File: config.mk
export PLATFORM = sky130hd
export DESIGN_NAME = read_outstanding_mngr
export DESIGN_NICKNAME = d
export VERILOG_FILES = /design/src/rtl/rd_mngr_pkg.sv /design/src/rtl/rd_slot_buf.sv /design/src/rtl/read_outstanding_mngr.sv
export SDC_FILE = /design/constraint.sdc
export NUM_CORES = 1
export LEC_CHECK = 0
export CAP_MARGIN = 20
export CORE_ASPECT_RATIO = 0.8
export CORE_UTILIZATION = 49
export DETAILED_ROUTE_END_ITERATION = 7
export PLACE_DENSITY = 0.77
export SLEW_MARGIN = 25
export SYNTH_ARGS = -nofsm -noshare
export SYNTH_HDL_FRONTEND = slang
export SYNTH_SLANG_ARGS = --single-unit
File: constraint.sdc
create_clock -name clk -period 17.1 [get_ports clk]
set_input_delay 4.275 -clock clk [delete_from_list [all_inputs] [get_ports clk]]
set_output_delay 4.275 -clock clk [all_outputs]
set_load 0.05 [all_outputs]
File: src/rtl/rd_mngr_pkg.sv
// rd_mngr_pkg: shared state types, response code and priority helper for read_outstanding_mngr
package rd_mngr_pkg;
   typedef enum logic [1:0] {SLOT_FREE, SLOT_WAIT, SLOT_DONE} slot_st_t;
   typedef enum logic [1:0] {AR_IDLE, AR_REQ, AR_ADDR} ar_st_t;
   localparam logic [1:0] RRESP_OKAY = 2'b00;
   function automatic int lowest_set(input logic [31:0] v);
      lowest_set = 0;
      for (int i = 31; i >= 0; i--)
         if (v[i]) lowest_set = i;
   endfunction
endpackage

File: src/rtl/rd_slot_buf.sv
// rd_slot_buf: one outstanding-read slot; line buffer, beat counter, sticky error flag and slot state
module rd_slot_buf
   import rd_mngr_pkg::*;
#(
   parameter int DATA_W = 32,
   parameter int BEATS  = 4
)(
   input  logic                     clk,
   input  logic                     rst,
   input  logic                     alloc,
   input  logic                     free,
   input  logic                     beat_en,
   input  logic [DATA_W-1:0]        rdata,
   input  logic [1:0]               rresp,
   input  logic                     rlast,
   output logic [1:0]               st,
   output logic                     err,
   output logic [DATA_W*BEATS-1:0]  line
);
   localparam int CW = BEATS > 1 ? $clog2(BEATS) : 1;
   slot_st_t state;
   logic [CW-1:0] cnt;
   logic [BEATS-1:0][DATA_W-1:0] lbuf;
   logic last_cnt;
   assign last_cnt = cnt == CW'(BEATS - 1);
   assign st = state;
   assign line = lbuf;
   // an rlast that disagrees with the beat count in either direction flags the line and closes it
   always_ff @(posedge clk or posedge rst)
      if (rst) begin
         state <= SLOT_FREE;
         cnt <= '0;
         err <= 1'b0;
         lbuf <= '0;
      end else if (state == SLOT_FREE) begin
         if (alloc) begin
            state <= SLOT_WAIT;
            cnt <= '0;
            err <= 1'b0;
         end
      end else if (state == SLOT_DONE) begin
         if (free) state <= SLOT_FREE;
      end else if (beat_en) begin
         lbuf[cnt] <= rdata;
         cnt <= cnt + 1'b1;
         if (rresp != RRESP_OKAY || rlast != last_cnt) err <= 1'b1;
         if (rlast || last_cnt) state <= SLOT_DONE;
      end
endmodule

File: src/rtl/read_outstanding_mngr.sv
// read_outstanding_mngr: multi-outstanding AXI-style line read master with per-slot line assembly.
// Define RD_INORDER_EN to return lines in issue order; otherwise the lowest-index finished slot goes first.
module read_outstanding_mngr
   import rd_mngr_pkg::*;
#(
   parameter logic [1:0] M_ID = 2'b00,
   parameter int ID_W   = 4,
   parameter int ADDR_W = 32,
   parameter int DATA_W = 32,
   parameter int BEATS  = 4,
   parameter int OUTSTD = 2
)(
   input  logic                     clk,
   input  logic                     rst,
   output logic                     req_rq,
   input  logic                     gnt_rq,
   output logic                     arvalid,
   input  logic                     arready,
   output logic [ID_W-1:0]          arid,
   output logic [ADDR_W-1:0]        araddr,
   output logic [7:0]               arlen,
   input  logic                     rvalid,
   output logic                     rready,
   input  logic [ID_W-1:0]          rid,
   input  logic [DATA_W-1:0]        rdata,
   input  logic [1:0]               rresp,
   input  logic                     rlast,
   input  logic                     rstart_rq,
   input  logic [ADDR_W-1:0]        rin_addr,
   output logic                     rbusy,
   output logic [ID_W-3:0]          rq_slot,
   output logic [DATA_W*BEATS-1:0]  rdat_m_data,
   output logic [ID_W-3:0]          rdat_m_slot,
   output logic                     rdat_m_err,
   output logic                     rdat_m_valid,
   input  logic                     rdat_m_ready,
   output logic                     finish_mrd
);
   localparam int SW = ID_W - 2;
   localparam int OFF = $clog2(BEATS * DATA_W / 8);
   localparam logic [ADDR_W-1:0] AMASK = ~((ADDR_W'(1) << OFF) - ADDR_W'(1));
   ar_st_t ar_st;
   logic [OUTSTD-1:0] free_vec, done_vec, alloc, rel, beat_hit, err_v;
   logic [1:0] st [OUTSTD];
   logic [DATA_W*BEATS-1:0] line_v [OUTSTD];
   logic [DATA_W*BEATS-1:0] sel_line;
   logic accept, hs, pick, sel_ok, sel_err, idle_now, idle_q;
   logic [SW-1:0] nxt;
   assign rready = rvalid & (rid[ID_W-1 -: 2] == M_ID);
   assign rbusy = (ar_st != AR_IDLE) | ~|free_vec;
   assign rq_slot = SW'(lowest_set(32'(free_vec)));
   assign accept = rstart_rq & ~rbusy;
   assign arlen = 8'(BEATS - 1);
   assign hs = rdat_m_valid & rdat_m_ready;
   assign idle_now = &free_vec & (ar_st == AR_IDLE);
   for (genvar i = 0; i < OUTSTD; i++) begin : g_slot
      assign free_vec[i] = st[i] == SLOT_FREE;
      assign done_vec[i] = st[i] == SLOT_DONE;
      assign alloc[i] = accept && rq_slot == SW'(i);
      assign rel[i] = hs && rdat_m_slot == SW'(i);
      assign beat_hit[i] = rready && rid[SW-1:0] == SW'(i);
      rd_slot_buf #(.DATA_W(DATA_W), .BEATS(BEATS)) u_buf (
         .clk(clk), .rst(rst), .alloc(alloc[i]), .free(rel[i]), .beat_en(beat_hit[i]),
         .rdata(rdata), .rresp(rresp), .rlast(rlast),
         .st(st[i]), .err(err_v[i]), .line(line_v[i])
      );
   end
   always_ff @(posedge clk or posedge rst)
      if (rst) begin
         ar_st <= AR_IDLE;
         req_rq <= 1'b0;
         arvalid <= 1'b0;
         arid <= '0;
         araddr <= '0;
      end else
         case (ar_st)
            AR_IDLE: if (accept) begin
               ar_st <= AR_REQ;
               req_rq <= 1'b1;
               arid <= {M_ID, rq_slot};
               araddr <= rin_addr & AMASK;
            end
            AR_REQ: if (gnt_rq) begin
               ar_st <= AR_ADDR;
               arvalid <= 1'b1;
            end
            AR_ADDR: if (arready) begin
               ar_st <= AR_IDLE;
               arvalid <= 1'b0;
               req_rq <= 1'b0;
            end
            default: ar_st <= AR_IDLE;
         endcase
   // a slot being released this cycle is never a candidate for the next return
   always_comb begin
      sel_line = '0;
      sel_err = 1'b0;
      sel_ok = 1'b0;
      for (int k = 0; k < OUTSTD; k++)
         if (nxt == SW'(k)) begin
            sel_line = line_v[k];
            sel_err = err_v[k];
            sel_ok = done_vec[k] & ~rel[k];
         end
   end
`ifdef RD_INORDER_EN
   localparam int PW = OUTSTD > 1 ? $clog2(OUTSTD) : 1;
   logic [SW-1:0] fifo [OUTSTD];
   logic [PW-1:0] wp, rp, rp_n;
   logic [PW:0] occ;
   logic push;
   assign push = arvalid & arready;
   assign rp_n = hs ? (rp == PW'(OUTSTD - 1) ? '0 : rp + 1'b1) : rp;
   assign nxt = fifo[rp_n];
   assign pick = occ > (PW+1)'(hs) && sel_ok;
   always_ff @(posedge clk or posedge rst)
      if (rst) begin
         wp <= '0;
         rp <= '0;
         occ <= '0;
      end else begin
         if (push) wp <= wp == PW'(OUTSTD - 1) ? '0 : wp + 1'b1;
         rp <= rp_n;
         occ <= occ + (PW+1)'(push) - (PW+1)'(hs);
      end
   always_ff @(posedge clk)
      if (push) fifo[wp] <= arid[SW-1:0];
`else
   assign nxt = SW'(lowest_set(32'(done_vec & ~rel)));
   assign pick = sel_ok;
`endif
   always_ff @(posedge clk or posedge rst)
      if (rst) begin
         rdat_m_valid <= 1'b0;
         rdat_m_data <= '0;
         rdat_m_slot <= '0;
         rdat_m_err <= 1'b0;
      end else if (!rdat_m_valid || rdat_m_ready) begin
         rdat_m_valid <= pick;
         if (pick) begin
            rdat_m_slot <= nxt;
            rdat_m_data <= sel_line;
            rdat_m_err <= sel_err;
         end
      end
   // idle_q starts high so leaving reset does not look like a transition to idle
   always_ff @(posedge clk or posedge rst)
      if (rst) begin
         idle_q <= 1'b1;
         finish_mrd <= 1'b0;
      end else begin
         idle_q <= idle_now;
         finish_mrd <= idle_now & ~idle_q;
      end
endmodule

After elaboration in Yosys (flattened, before gate mapping):

Index checks and enable logic that the tools add are counted.
Widths: inputs -> output; s select.

* flip-flop bits (word level): 434
* output and inout bits: 183
* word-level logic and storage cells: 205

* bitwise operators: 18
* eq/ne operators: 21
* mux-type cells: 85
* order comparisons: 4
* add/sub/neg operators: 2
* reduce and logical (&&, ||, !) cells: 50

Operators by type and width (number)
* $bwmux 128: 2
* $mux 128: 2
* $demux 32 s2: 2
* $mux 2: 55
* $mux 32: 2
* $and 2x32->32: 1
* $not 2->32: 1
* $reduce_and 3->1: 7
* $mux 1: 19
* $logic_not 2->1: 8
* $reduce_and 4->1: 4
* $reduce_bool 2->1: 8
* $reduce_bool 3->1: 4
* $eq 2x1->1 const B: 5
* $eq 2x2->1 const B: 5
* $ne 2x2->1 const B: 5
* $logic_and 1x1->1: 8
* $not 1->1: 8
* $and 1x1->1: 7
* $lt 2x3->1 const B: 2
* $ne 3x2->1 const B: 2
* $pmux 2 s3: 1
* $reduce_and 2->1: 3
* $logic_or 1x1->1: 5
* other kinds (8): 14

Depth between registers and ports, before layout:

Gate-level depths: netlist (run 1).

* depth after elaboration: 40
* gate-level depth with buffers: 7
* mapped depth without buffers: 6

Cells and area by module:

From an unflattened synthesis (run 1), not the netlist that was laid out.

* cells, all modules: 1187
* area, all modules: 17820.8 um^2

By module, submodules not included
* rd_slot_buf: cells an instance 306, area an instance 5054.8 um^2, instances 2
* read_outstanding_mngr: cells an instance 575, area an instance 7711.1 um^2, instances 1

Worst setup path before layout (run 1):

OpenSTA, ideal clock, no wires.

* path kind: in2out
* from: input port rid[3]
* to: output port rready
* data arrival time: 5.120 ns
* stages on the path: 2
* path slack: 7.705 ns
* cell sequence: or3b_2 > inv_1

* word-level cells in the longest chain between the ends: 2

RTL lines
* start, declared: line read_outstanding_mngr.sv:24 `input logic [ID_W-1:0] rid,`
* $logic_not 2->1: line read_outstanding_mngr.sv:49 `assign rready = rvalid & (rid[ID_W-1 -: 2] == M_ID);`
* $and 1x1->1: line read_outstanding_mngr.sv:49
* end, declared: line read_outstanding_mngr.sv:23 `output logic rready,`

Every way passes these cells.

Worst setup path in the final report (run 1):

* from: input port rvalid
* to: output port rready

* word-level cells in the longest chain between the ends: 1

RTL lines
* start, declared: line read_outstanding_mngr.sv:22 `input logic rvalid,`
* $and 1x1->1: line read_outstanding_mngr.sv:49

Every way passes these cells.

==> results.json, run 1 <==
{
  "status": "finished clean",
  "critPathLaunchType": "input pin",
  "hp-class": "reg2reg",
  "maxCapViolations": 0,
  "yosysWarnings": 0,
  "ios": 261,
  "post-dp-hpwl_um": 23400,
  "synth_cell_types": 36,
  "start_util_pct": 50.24,
  "cts_resized": 0,
  "grt_pass1_vias": 11570,
  "wl_per_cell_um": 21.95,
  "power_density_mw_per_mm2": 214.1,
  "reg2reg_from": "rdat_m_valid$_DFFE_PP0N_",
  "wl_um": 41270,
  "crit_family": "buffers and inverters",
  "synth_top_area_cell": "dfrtp_1",
  "synth_seq_area_share_pct": 63.28,
  "min-delay-start": "g_slot[0].u_buf.err$_DFFE_PP0P_",
  "hold_buffers": 0,
  "drc": 0,
  "most-common-layout-cells": "dfrtp_1, mux2_2, clkdlybuf4s50_1, o22ai_1, a2bb2oi_1",
  "synth_edf_count": 0,
  "drt-pass1-iter-count": 4,
  "met1_usage_pct": 32.91,
  "fin_crit_sh_pct": 61.16,
  "grt_use_met2_pct": 37.74,
  "io_buffer_count": 239,
  "post-cts-setup-buffers": 0,
  "fin_crit_ns": 10.46,
  "pre_cts_slack_ns": 6.652,
  "syn_area_sq_mm": 0.01709,
  "synthArstFlopShare_pct": 100.0,
  "timing.slew.headroom_pct": 31.07,
  "syn_inst": 1175,
  "critical_path_peak_fanout": 3,
  "final_layout_size_suffix_gt1_share_pct": 26.61,
  "drt_iter0_drc": 757,
  "rsz0062_at_grt": "false",
  "coreArea_sq_mm": 0.03401,
  "grt_overflow": 0,
  "globalplace.congestion": 0.7451,
  "grt-busiest-layer": "met2",
  "fin_nets": 1471,
  "arrival_ns": 6.18,
  "fin_setup_tns_ns": 0,
  "antenna_found_initial": 1,
  "path_buf_inv": 3,
  "vias_per_cell": 5.780,
  "grt_use_total_pct": 23.54,
  "die_w_um": 210.8,
  "cts.sinks": 432,
  "grt_pass1_wl_um": 65490,
  "cts_buffers": 43,
  "cts_tree": "yes",
  "grt_max_degree": 191,
  "ant_nets": 0,
  "syn_area_per_cell_sq_um": 14.54,
  "synth_area_leaders": "dfrtp_1, mux2_2, a2bb2oi_1",
  "synth_top_area_share_pct": 63.12,
  "path_cells": "clkdlybuf4s50_1 -> or3b_2 -> inv_1 -> clkdlybuf4s50_1",
  "critPathMostFrequentCell": "clkdlybuf4s50_1",
  "worstHoldPathCells": 2,
  "rr_worst_depth": 6,
  "p_int_w": 0.002713,
  "p_sw_share_pct": 40.05,
  "vias": 10870,
  "p_leak_nw": 9.901,
  "clkPwrFrac_pct": 20.2,
  "drv_slew": 0,
  "pwr-share-seq_pct": 35.8,
  "tightest_slew_ns": 1.030,
  "synth-main-ff-cell": "dfrtp_1",
  "die_height_um": 169.0,
  "fp.dieArea_sq_mm": 0.03563,
  "setup_viol": 0,
  "p_comb_share_pct": 43.9,
  "use_met3_pct": 5.417,
  "fin_ws_ns": 6.641,
  "crit_slowest_cell": "clkdlybuf4s50_1",
  "path_depth": 4,
  "max_stage_delay_ns": 0.83,
  "ys_seq_elements": 432,
  "final_common_cell": "dfrtp_1",
  "worstSkewPairLatency_ns": 0.54,
  "required_ns": 12.82,
  "skew_ns": 0.01331,
  "ir_worst_vdd_v": 0.0001703,
  "fmax_mhz": 95.62,
  "row_count": 60,
  "hold_violations": 0,
  "critPathKind": "in2out",
  "syn_to_final_growth_pct": 23.72,
  "power_switching_w": 0.001813,
  "ctsHtreeMaxLevel": 2,
  "clkSlewWorstSetupHoldPaths_ns": 0.06,
  "endpoint_kind": "output pin",
  "crit_path_start": "rvalid",
  "clockBufferDepth": 3,
  "cts-root-buf": "clkbuf_16"
}
-- cell usage after synthesis (3+ instances only) --
cell,instances
a2bb2oi_1,128
buf_1,18
o21ai_0,8
buf_2,11
o22ai_1,129
nor2b_1,3
clkbuf_1,45
inv_1,13
buf_6,12
nand2_1,22
a21oi_1,7
and3_1,3
ha_1,10
mux2_2,284
dfrtp_1,431
nor2_1,7
nand3_1,3
buf_4,17
-- worst min-delay path, stage by stage, from the launching register on --
cell,delay [ns]
dfrtp_1,0.34
nand2_1,0.06
nand2_1,0.05
-- path summary, 6_finish.rpt --
kind | endpoint | slack, ns
setup / recovery | rready | 6.64
hold / removal | g_slot[0].u_buf.err$_DFFE_PP0P_ | 0.48
setup reg to reg | rdat_m_data[59]$_DFFE_PP0P_ | 13.70
hold reg to reg | g_slot[0].u_buf.err$_DFFE_PP0P_ | 0.48
max in group asynchronous | rdat_m_data[77]$_DFFE_PP0P_ | 11.36
min in group asynchronous | rdat_m_data[63]$_DFFE_PP0P_ | 4.29
-- metrics by stage --
| stage | power, W | cells | hold WS (ns) | util (%) | instance area [sq um] |
|---|---|---|---|---|---|
| floorplan | 0.002964 | 1190 | 0.4391 | - | 17140 |
| global placement | 0.003570 | 1802 | 0.4596 | 57.98 | 19720 |
| detailed placement | 0.003620 | 1802 | 0.4646 | 58.03 | 19740 |
| CTS | 0.004554 | 1877 | 0.4789 | 62.01 | 21090 |
| global route | 0.004727 | 1878 | 0.5149 | 62.14 | 21130 |
| finish | 0.004526 | 1880 | 0.4767 | 62.16 | 21140 |
-- per-layer routing --
metal	part of all wire, %	vias to the layer above	wire length (um)
met1	45	5756	18760
met2	47	285	19350
met5	0	-	0
met3	6.2	46	2578
met4	1.4	0	588
li1	-	4779	-
-- layout make-up --
type / count / area (sq um)
antenna: 2 / 5.005
multi-input combinational: 642 / 5809
sequential: 432 / 10810
inverter: 13 / 56.30
clock inverter: 13 / 125.1
timing repair buffer: 251 / 2522
clock buffer: 62 / 1227
fill: 2535 / 12870
tap: 465 / 581.8
-- logic make-up after synthesis --
logic type,count (synthesis),share of synthesized area [%]
adders and majority gates,10,0.7323
muxes,286,18.83
AOI/OAI and AO/OA,278,12.01
and+or+nand+nor,51,1.574
buffers and inverters,116,3.530
other,2,0.04395
DFF,432,63.28
-- registers in the layout (all words and copies together), names as in the netlist, 2 cells and up --
signal / count
g_slot.u_buf.st: 4
ar_st: 2
g_slot.u_buf.err: 2
rdat_m_data: 128
g_slot.u_buf.cnt: 4
g_slot.u_buf.line: 256
araddr: 28
-- power groups by stage --
stage / sequential [W] / clock [W] / combinational, W
after detailed placement: 0.00163 / 0 / 0.00199
after CTS: 0.00162 / 0.000934 / 0.00200
after floorplan: 0.00226 / 0 / 0.000699
after global routing: 0.00166 / 0.000976 / 0.00209
after global placement: 0.00161 / 0 / 0.00196
final: 0.00162 / 0.000916 / 0.00199
(Power assumes the default switching activity.)
==> run 2: changes to the inputs <==
Settings changed: CORE_UTILIZATION 49 to 54, PLACE_DENSITY 0.77 to 0.81.
Clock period 17.1 ns to 10.6 ns, I/O delays scaled along.
==> run 2 against run 1 <==
Effect of this change: final cell count decreased by 2.9%; first-iteration DRC count shrank 24%; worst hold slack got worse by 0.0025 ns; combinational power grew 61%; sequential share of layout area fell by 0.20 points; core utilization increased by 6.9 points; critical path depth unchanged.
==> results.json, run 2 (synthesized netlist as in run 1, its figures left out) <==
{
  "total_power_w": 0.007433,
  "grt_pass1_vias": 11640,
  "vias_per_cell": 5.980,
  "critical_path_peak_fanout": 3,
  "timing.slew.headroom_pct": 29.97,
  "skew_ns": 0.007977,
  "fin_crit_sh_pct": 67.54,
  "p_sw_share_pct": 39.22,
  "wl_um": 40390,
  "fp.dieArea_sq_mm": 0.03236,
  "worstSkewPairLatency_ns": 0.54,
  "final_common_cell": "dfrtp_1",
  "hold_buffers": 0,
  "coreArea_sq_mm": 0.03074,
  "worstHoldPathCells": 2,
  "antenna_found_initial": 0,
  "power_density_mw_per_mm2": 350.2,
  "drt-pass1-iter-count": 5,
  "grt_max_degree": 191,
  "maxCapViolations": 0,
  "grt_use_total_pct": 25.70,
  "timing.hold.ws_ns": 0.4742,
  "required_ns": 7.95,
  "status": "finished clean",
  "wl_per_cell_um": 22.13,
  "hold_violations": 0,
  "fin_nets": 1470,
  "critPathLaunchType": "input pin",
  "row_count": 57,
  "pre_cts_slack_ns": 3.448,
  "power_switching_w": 0.002915,
  "drt_iter0_drc": 573,
  "critPathKind": "in2out",
  "critPathMostFrequentCell": "clkdlybuf4s50_1",
  "ant_nets": 0,
  "clkPwrFrac_pct": 21.6,
  "grt_pass1_wl_um": 65700,
  "n_antenna_cell": 0,
  "die_height_um": 161.1,
  "fmax_mhz": 139.7,
  "setup_viol": 0,
  "cts_buffers": 42,
  "most-common-layout-cells": "dfrtp_1, mux2_2, clkdlybuf4s50_1, o22ai_1, a2bb2oi_1",
  "rsz0062_at_grt": "false",
  "pwr-share-seq_pct": 35.2,
  "ios": 261,
  "hp-class": "reg2reg",
  "endpoint_kind": "output pin",
  "fin_crit_ns": 7.159,
  "io_buffer_count": 239,
  "p_int_w": 0.004518,
  "largest_reg_flops": 256,
  "clockBufferDepth": 3,
  "die_w_um": 200.9,
  "max_stage_delay_ns": 0.80,
  "final_layout_size_suffix_gt1_share_pct": 26.84,
  "globalplace.congestion": 0.7226,
  "path_cells": "clkdlybuf4s50_1 -> or3b_2 -> inv_1 -> clkdlybuf4s50_1",
  "post-cts-setup-buffers": 0,
  "clkSlewWorstSetupHoldPaths_ns": 0.06,
  "rr_worst_depth": 6,
  "ir_worst_vdd_v": 0.0002368,
  "start_util_pct": 55.59,
  "syn_to_final_growth_pct": 24.20,
  "cts.sinks": 432,
  "fin_setup_tns_ns": 0,
  "ctsHtreeMaxLevel": 2,
  "grt_overflow": 0,
  "drv_slew": 0,
  "vias": 10910,
  "fin_ws_ns": 3.441,
  "p_comb_share_pct": 43.2,
  "p_leak_nw": 9.970,
  "cts-root-buf": "clkbuf_16",
  "arrival_ns": 4.51,
  "drc": 0,
  "cts_tree": "yes",
  "post-dp-hpwl_um": 22950,
  "crit_slowest_cell": "clkdlybuf4s50_1",
  "cts_resized": 0,
  "tightest_slew_ns": 1.047
}
[run 2: layout make-up]
type	instances	area (sq um)
clock buffers	63	1304
repair buffers	251	2522
fillers	2117	9517
well taps	413	516.7
multi-input cells	642	5809
clock inverters	11	205.2
inverters	13	52.55
flip-flops and latches	432	10810
[run 2: stage by stage]
stage | cells | instance area [sq um] | util, %
4_1_cts | 1824 | 21170 | 68.86
5_1_grt | 1825 | 21220 | 69.04
3_5_place_dp | 1750 | 19660 | 63.95
2_1_floorplan | 1190 | 17150 | -
3_3_place_gp | 1750 | 19650 | 63.92
6_report | 1825 | 21220 | 69.04
[run 2: worst paths after layout]
kind | to | slack, ns | from
max | rready | 3.44 | rvalid
min | req_rq$_DFFE_PP0P_ | 0.47 | req_rq$_DFFE_PP0P_
max reg2reg | rdat_m_data[79]$_DFFE_PP0P_ | 7.29 | rdat_m_valid$_DFFE_PP0N_
min reg2reg | req_rq$_DFFE_PP0P_ | 0.47 | req_rq$_DFFE_PP0P_
max in group asynchronous | rdat_m_data[37]$_DFFE_PP0P_ | 5.84 | rst
min in group asynchronous | araddr[4]$_DFFE_PP0P_ | 2.63 | rst
[run 2: critical path: cells and delay by family]
kind                   cells  cell delay (ns)
buffers and inverters      3             1.34
AND/OR/NAND/NOR            1             0.51
[run 2: power groups by stage]
stage	Sequential, W	Clock, W	Combinational (W)
final	0.00261	0.00161	0.00321
after global placement	0.00260	0	0.00314
after floorplan	0.00365	0	0.00113
after CTS	0.00261	0.00163	0.00323
after detailed placement	0.00262	0	0.00321
after global routing	0.00268	0.00170	0.00338
[run 2: per-layer routing]
layer  up-vias  wire length [um]  track usage, %
met5         -                 0               0
met4         0               554           5.170
met3        49              2197           5.549
met1      5753             18230           36.56
li1       4801                 -               -
met2       310             19410           41.15
==> run 3: changes to the inputs <==
Settings changed: CORE_UTILIZATION 54 to 49, PLACE_DENSITY 0.81 to 0.77.
Clock period 10.6 ns to 6.4 ns, I/O delays scaled along.
==> run 3 against run 2 <==
Effect of this change: register-to-register slack worse by 3.5 ns; final area is 0.19% lower; critical path depth unchanged; via count shrank 0.39%; sequential share of layout area is 0.099 points higher; core utilization fell by 6.8 points; non-clock buffer count rose by 1; routed wire length grew 0.80%; sequential power grew 66%; clock power up 53%; clock skew increased by 0.0093 ns; largest cell class unchanged.
==> results.json, run 3 (synthesized netlist as in run 1, its figures left out) <==
{
  "status": "finished clean",
  "coreArea_sq_mm": 0.03401,
  "hold_violations": 0,
  "timing.slew.headroom_pct": 31.66,
  "fin_nets": 1471,
  "critPathLaunchType": "input pin",
  "largest_reg_flops": 256,
  "final_area_sq_mm": 0.02118,
  "tightest_slew_ns": 1.021,
  "start_util_pct": 50.24,
  "critical_path_peak_fanout": 3,
  "power_density_mw_per_mm2": 571.3,
  "cts-root-buf": "clkbuf_16",
  "rsz0062_at_grt": "false",
  "hp-class": "reg2reg",
  "globalplace.congestion": 0.7486,
  "drt_iter0_drc": 784,
  "grt_pass1_vias": 11530,
  "fp.dieArea_sq_mm": 0.03563,
  "cts_tree": "yes",
  "cts_buffers": 42,
  "fin_setup_tns_ns": 0,
  "placed_area_sq_mm": 0.01978,
  "clockBufferDepth": 3,
  "worstSkewPairLatency_ns": 0.55,
  "ant_nets": 0,
  "p_leak_nw": 9.926,
  "vias": 10870,
  "total_power_w": 0.01210,
  "hold_buffers": 0,
  "cts_resized": 0,
  "cts.sinks": 432,
  "grt_use_total_pct": 23.29,
  "post-cts-setup-buffers": 0,
  "post-dp-hpwl_um": 23530,
  "fmax_mhz": 197.2,
  "skew_ns": 0.01733,
  "syn_to_final_growth_pct": 23.96,
  "maxCapViolations": 0,
  "utilization_pct": 62.28,
  "ios": 261,
  "clkSlewWorstSetupHoldPaths_ns": 0.06,
  "grt_pass1_wl_um": 64830,
  "most-common-layout-cells": "dfrtp_1, mux2_2, clkdlybuf4s50_1, o22ai_1, a2bb2oi_1",
  "vias_per_cell": 5.776,
  "final_common_cell": "dfrtp_1",
  "die_w_um": 210.8,
  "die_height_um": 169.0,
  "wl_um": 40720,
  "fin_crit_ns": 5.072,
  "io_buffer_count": 239,
  "setup_viol": 0,
  "final.fill_count": 2594,
  "n_antenna_cell": 0,
  "endpoint_kind": "output pin",
  "drc": 0,
  "wl_per_cell_um": 21.64,
  "row_count": 60,
  "drt-pass1-iter-count": 5,
  "critPathKind": "in2out",
  "arrival_ns": 3.47,
  "grt_overflow": 0,
  "grt_max_degree": 154,
  "drv_slew": 0,
  "final_layout_size_suffix_gt1_share_pct": 26.53,
  "antenna_found_initial": 1,
  "ir_worst_vdd_v": 0.0003810,
  "ctsHtreeMaxLevel": 2,
  "fin_crit_sh_pct": 79.24,
  "required_ns": 4.80
}
[run 3: cell types whose count changed in the layout (fill, tap and decap cells not counted)]
cell       before  now
buf_12          1    3
buf_16          1    0
buf_4           8    9
buf_6           2    1
bufinv_16       6    1
clkbuf_1        7   15
clkinv_2        5    6
[run 3: per-layer routing]
metal / track usage, % / wire length, um
met1: 32.08 / 18400
met2: 37.04 / 19240
met3: 5.417 / 2275
met4: 6.711 / 787
met5: 0 / 16
[run 3: layout make-up]
type | instances | area [sq um] | area share [%]
Sequential cell | 432 | 10810 | 51.05
Multi-Input combinational cell | 642 | 5809 | 27.43
Timing Repair Buffer | 252 | 2531 | 11.95
Clock buffer | 71 | 1334 | 6.297
Tap cell | 465 | 581.8 | 2.747
Clock inverter | 7 | 60.06 | 0.2836
Inverter | 13 | 52.55 | 0.2481
[run 3: final timing paths]
| kind | start | to | slack [ns] | cells after the start |
|---|---|---|---|---|
| max reg2reg | g_slot[0].u_buf.st[0]$_DFFE_PP0P_ | g_slot[0].u_buf.line[72]$_DFFE_PP0P_ | 3.79 | 4 |
| max in group asynchronous | rst | rdat_m_data[43]$_DFFE_PP0P_ | 3.50 | 3 |
| min | g_slot[0].u_buf.err$_DFFE_PP0P_ | g_slot[0].u_buf.err$_DFFE_PP0P_ | 0.49 | 2 |
| min reg2reg | g_slot[0].u_buf.err$_DFFE_PP0P_ | g_slot[0].u_buf.err$_DFFE_PP0P_ | 0.49 | 2 |
| min in group asynchronous | rst | araddr[4]$_DFFE_PP0P_ | 1.58 | 2 |
| max | rvalid | rready | 1.33 | 4 |
[run 3: critical path, stage by stage]
cell and delay, ns:
clkdlybuf4s50_1 0.47, or3b_2 0.52, inv_1 0.08, clkdlybuf4s50_1 0.79
[run 3: power by group]
part | leakage, nW | internal [W] | total, W | switching, W
sequential | 5.53 | 0.00373 | 0.00432 | 0.000588
combinational | 3.71 | 0.00211 | 0.00531 | 0.00320
clock | 0.689 | 0.00146 | 0.00247 | 0.00102
total | 9.93 | 0.00729 | 0.0121 | 0.00481
[run 3: metrics by stage]
step / cells / setup WS (ns) / hold slack, ns
global placement: 1804 / 1.345 / 0.4609
global route: 1882 / 1.270 / 0.5120
floorplan: 1190 / -1.033 / 0.4391
finish: 1882 / 1.328 / 0.4906
detailed placement: 1804 / 1.331 / 0.4701
CTS: 1882 / 1.328 / 0.4966
==> RTL change: new RTL, config.mk and constraints of run 3 <==
Re-encode `ar_st_t` (3 values) as one-hot, 3 bits wide.
--- a/src/rtl/rd_mngr_pkg.sv
+++ b/src/rtl/rd_mngr_pkg.sv
@@ -1,7 +1,7 @@
 // rd_mngr_pkg: shared state types, response code and priority helper for read_outstanding_mngr
 package rd_mngr_pkg;
    typedef enum logic [1:0] {SLOT_FREE, SLOT_WAIT, SLOT_DONE} slot_st_t;
-   typedef enum logic [1:0] {AR_IDLE, AR_REQ, AR_ADDR} ar_st_t;
+   typedef enum logic [2:0] {AR_IDLE = 3'b001, AR_REQ = 3'b010, AR_ADDR = 3'b100} ar_st_t;
    localparam logic [1:0] RRESP_OKAY = 2'b00;
    function automatic int lowest_set(input logic [31:0] v);
       lowest_set = 0;
Function: no difference found for any inputs over 4 cycles, from zero or initial values and one cycle with rst high; so few cycles prove little.
==> RTL change against run 3 <==
Combinational power down 4.9%; largest cell class unchanged; global-route usage down 0.28 points; cell area up 2.6%; sequential share of layout area down 1.2 points; hold slack worse by 0.0064 ns; wire length up 1.8%; sequential cell count up 1; synthesized area up 3.0%; highest routed layer is now met4; worst setup slack better by 0.34 ns; power down 1.7%; clock skew down 0.0048 ns.
==> RTL change: results (changes against run 3) <==
* Hold Path Class: reg2reg (unchanged)
* Met2 usage at 0.358 (was 0.370)
* Post-CTS Setup Inserts at 0 (unchanged)
* Status: finished clean (unchanged)
* Overall Global Routing Usage at 0.230 (was 0.233)
* First drt pass iteration count at 5 (unchanged)
* Htree depth at 2 (unchanged)
* Syn Area/Cell at 15.0 um^2 (was 14.5 um^2)
* Least-Margin Pin Slew at 1.01 ns (was 1.02 ns)
* Yosys cell types at 39 (was 36)
* Seq/Total Area, Yosys at 0.616 (was 0.633)
* Worst clock skew at 0.0126 ns (was 0.0173 ns)
* Crit-path leading delay family: buffers and inverters (unchanged)
* Share of layout cells above drive strength 1 at 0.269 (was 0.265)
* Arrival time worst endpoint at 3.13 ns (was 3.47 ns)
* First-pass GRT wire length at 67000 um (was 64800 um)
* Final nets at 1477 (was 1471)
* Peak VDD IR at 0.000433 V (was 0.000381 V)
* R2R setup slack at 3.49 ns (was 3.79 ns)
* Post-DP HPWL at 24300 um (was 23500 um)
* Max stage delay on crit path at 0.85 ns (was 0.79 ns)
* WL per Instance at 21.9 um (was 21.6 um)
* Commonest cells post-synth: dfrtp_1, mux2_2, o22ai_1, a2bb2oi_1, mux2_4 (was dfrtp_1, mux2_2, o22ai_1, a2bb2oi_1, clkbuf_1)
* GPL Wtd Cong at 0.743 (was 0.749)
* Synth Flop Type: dfrtp_1 (unchanged)
* DR iter-0 viols at 819 (was 784)
* Dpl cells at 1816 (was 1804)
* Initial antenna violation count at 1 (unchanged)
* Vias in the first global route at 11600 (was 11500)
* Max reg flops at 256 (unchanged)
* Final hold slack at 0.484 ns (was 0.491 ns)
* Leakage at 10.5 nW (was 9.93 nW)
* Met1 GRT Util at 0.336 (was 0.321)
* Crit path buffers/inverters at 2 (was 3)
* Worst-path fanout max at 2 (was 3)
* Largest net degree at the start of global routing at 132 (was 154)
* Hold path startpoint: arid[0] (was g_slot[0].u_buf.err)
* Top cells by area, synth: dfrtp_1, mux2_2, mux2_4, a2bb2oi_1, o22ai_1 (was dfrtp_1, mux2_2, a2bb2oi_1, o22ai_1, clkbuf_1)
* DP Area at 0.0203 mm^2 (was 0.0198 mm^2)
* Drt via density at 5.79 (was 5.78)
* Met3 Use GR at 0.0474 (was 0.0542)
* IO buf count at 239 (unchanged)
* CTS buffer count at 43 (was 42)
* R2r startpoint: rdat_m_valid (was g_slot[0].u_buf.st[0])
* DR vias at 10900 (about the same)
* Clk slew on worst S/H paths at 0.06 ns (about the same)
==> RTL change: cell types whose count changed in the layout (fill, tap and decap cells not counted), sizes merged, moves of 2 or more <==
cell	delta
and3	-2
bufinv	+3
nor3b	+2
nor3	+3
nand3	+3
nor4	-2
clkbuf	-8
buf	+3
==> RTL change: path summary, 6_finish.rpt <==
path | endpoint | cells past startpoint
max | rready | 3
min | arid[0] | 2
max reg2reg | rdat_m_data[49] | 5
min reg2reg | arid[0] | 2
max in group asynchronous | rdat_m_data[44] | 3
min in group asynchronous | rdat_m_data[27] | 2
==> RTL change: cells by family after synthesis <==
family / after synthesis / share of synthesized area
flip-flops: 433 / 0.616
multiplexers: 285 / 0.208
AO/OA/AOI/OAI: 279 / 0.117
buffers and inverters: 114 / 0.0348
AND/OR/NAND/NOR: 53 / 0.0173
adder cells (fa/ha/maj): 10 / 0.00711
other: 2 / 0.000427
==> RTL change: metal layers <==
layer | vias up | wire length [um]
li1 | 4801 | -
met1 | 5820 | 19700
met2 | 283 | 19000
met3 | 41 | 2210
met4 | 0 | 454
met5 | - | 0
==> RTL change: stage by stage <==
| step | setup WS [ns] | power [mW] | TNS, ns |
|---|---|---|---|
| after CTS | 1.65 | 12.0 | 0 |
| after global placement | 1.65 | 9.26 | 0 |
| after floorplan | -1.05 | 7.70 | -450.70 |
| after global routing | 1.61 | 12.4 | 0 |
| after detailed placement | 1.66 | 9.37 | 0 |
| final | 1.67 | 11.9 | 0 |
==> RTL change: report_power, final <==
| group | internal (mW) | switching, mW |
|---|---|---|
| clock network | 1.52 | 1.02 |
| registers | 3.69 | 0.607 |
| logic | 2.04 | 3.01 |
==> RTL change: final cells by class <==
type	instances	area (um^2)
fillers	2599	13300
flip-flops and latches	433	10800
multi-input cells	644	6270
repair buffers	255	2560
clock buffers	63	1260
well taps	472	591
clock inverters	11	155
inverters	12	48.8
diodes	1	2.50
==> RTL change: worst min-delay path: cells and delay by family (launching register included) <==
kind	cells	cell delay [ns]
flip-flops	1	0.34
AND/OR/NAND/NOR	2	0.11
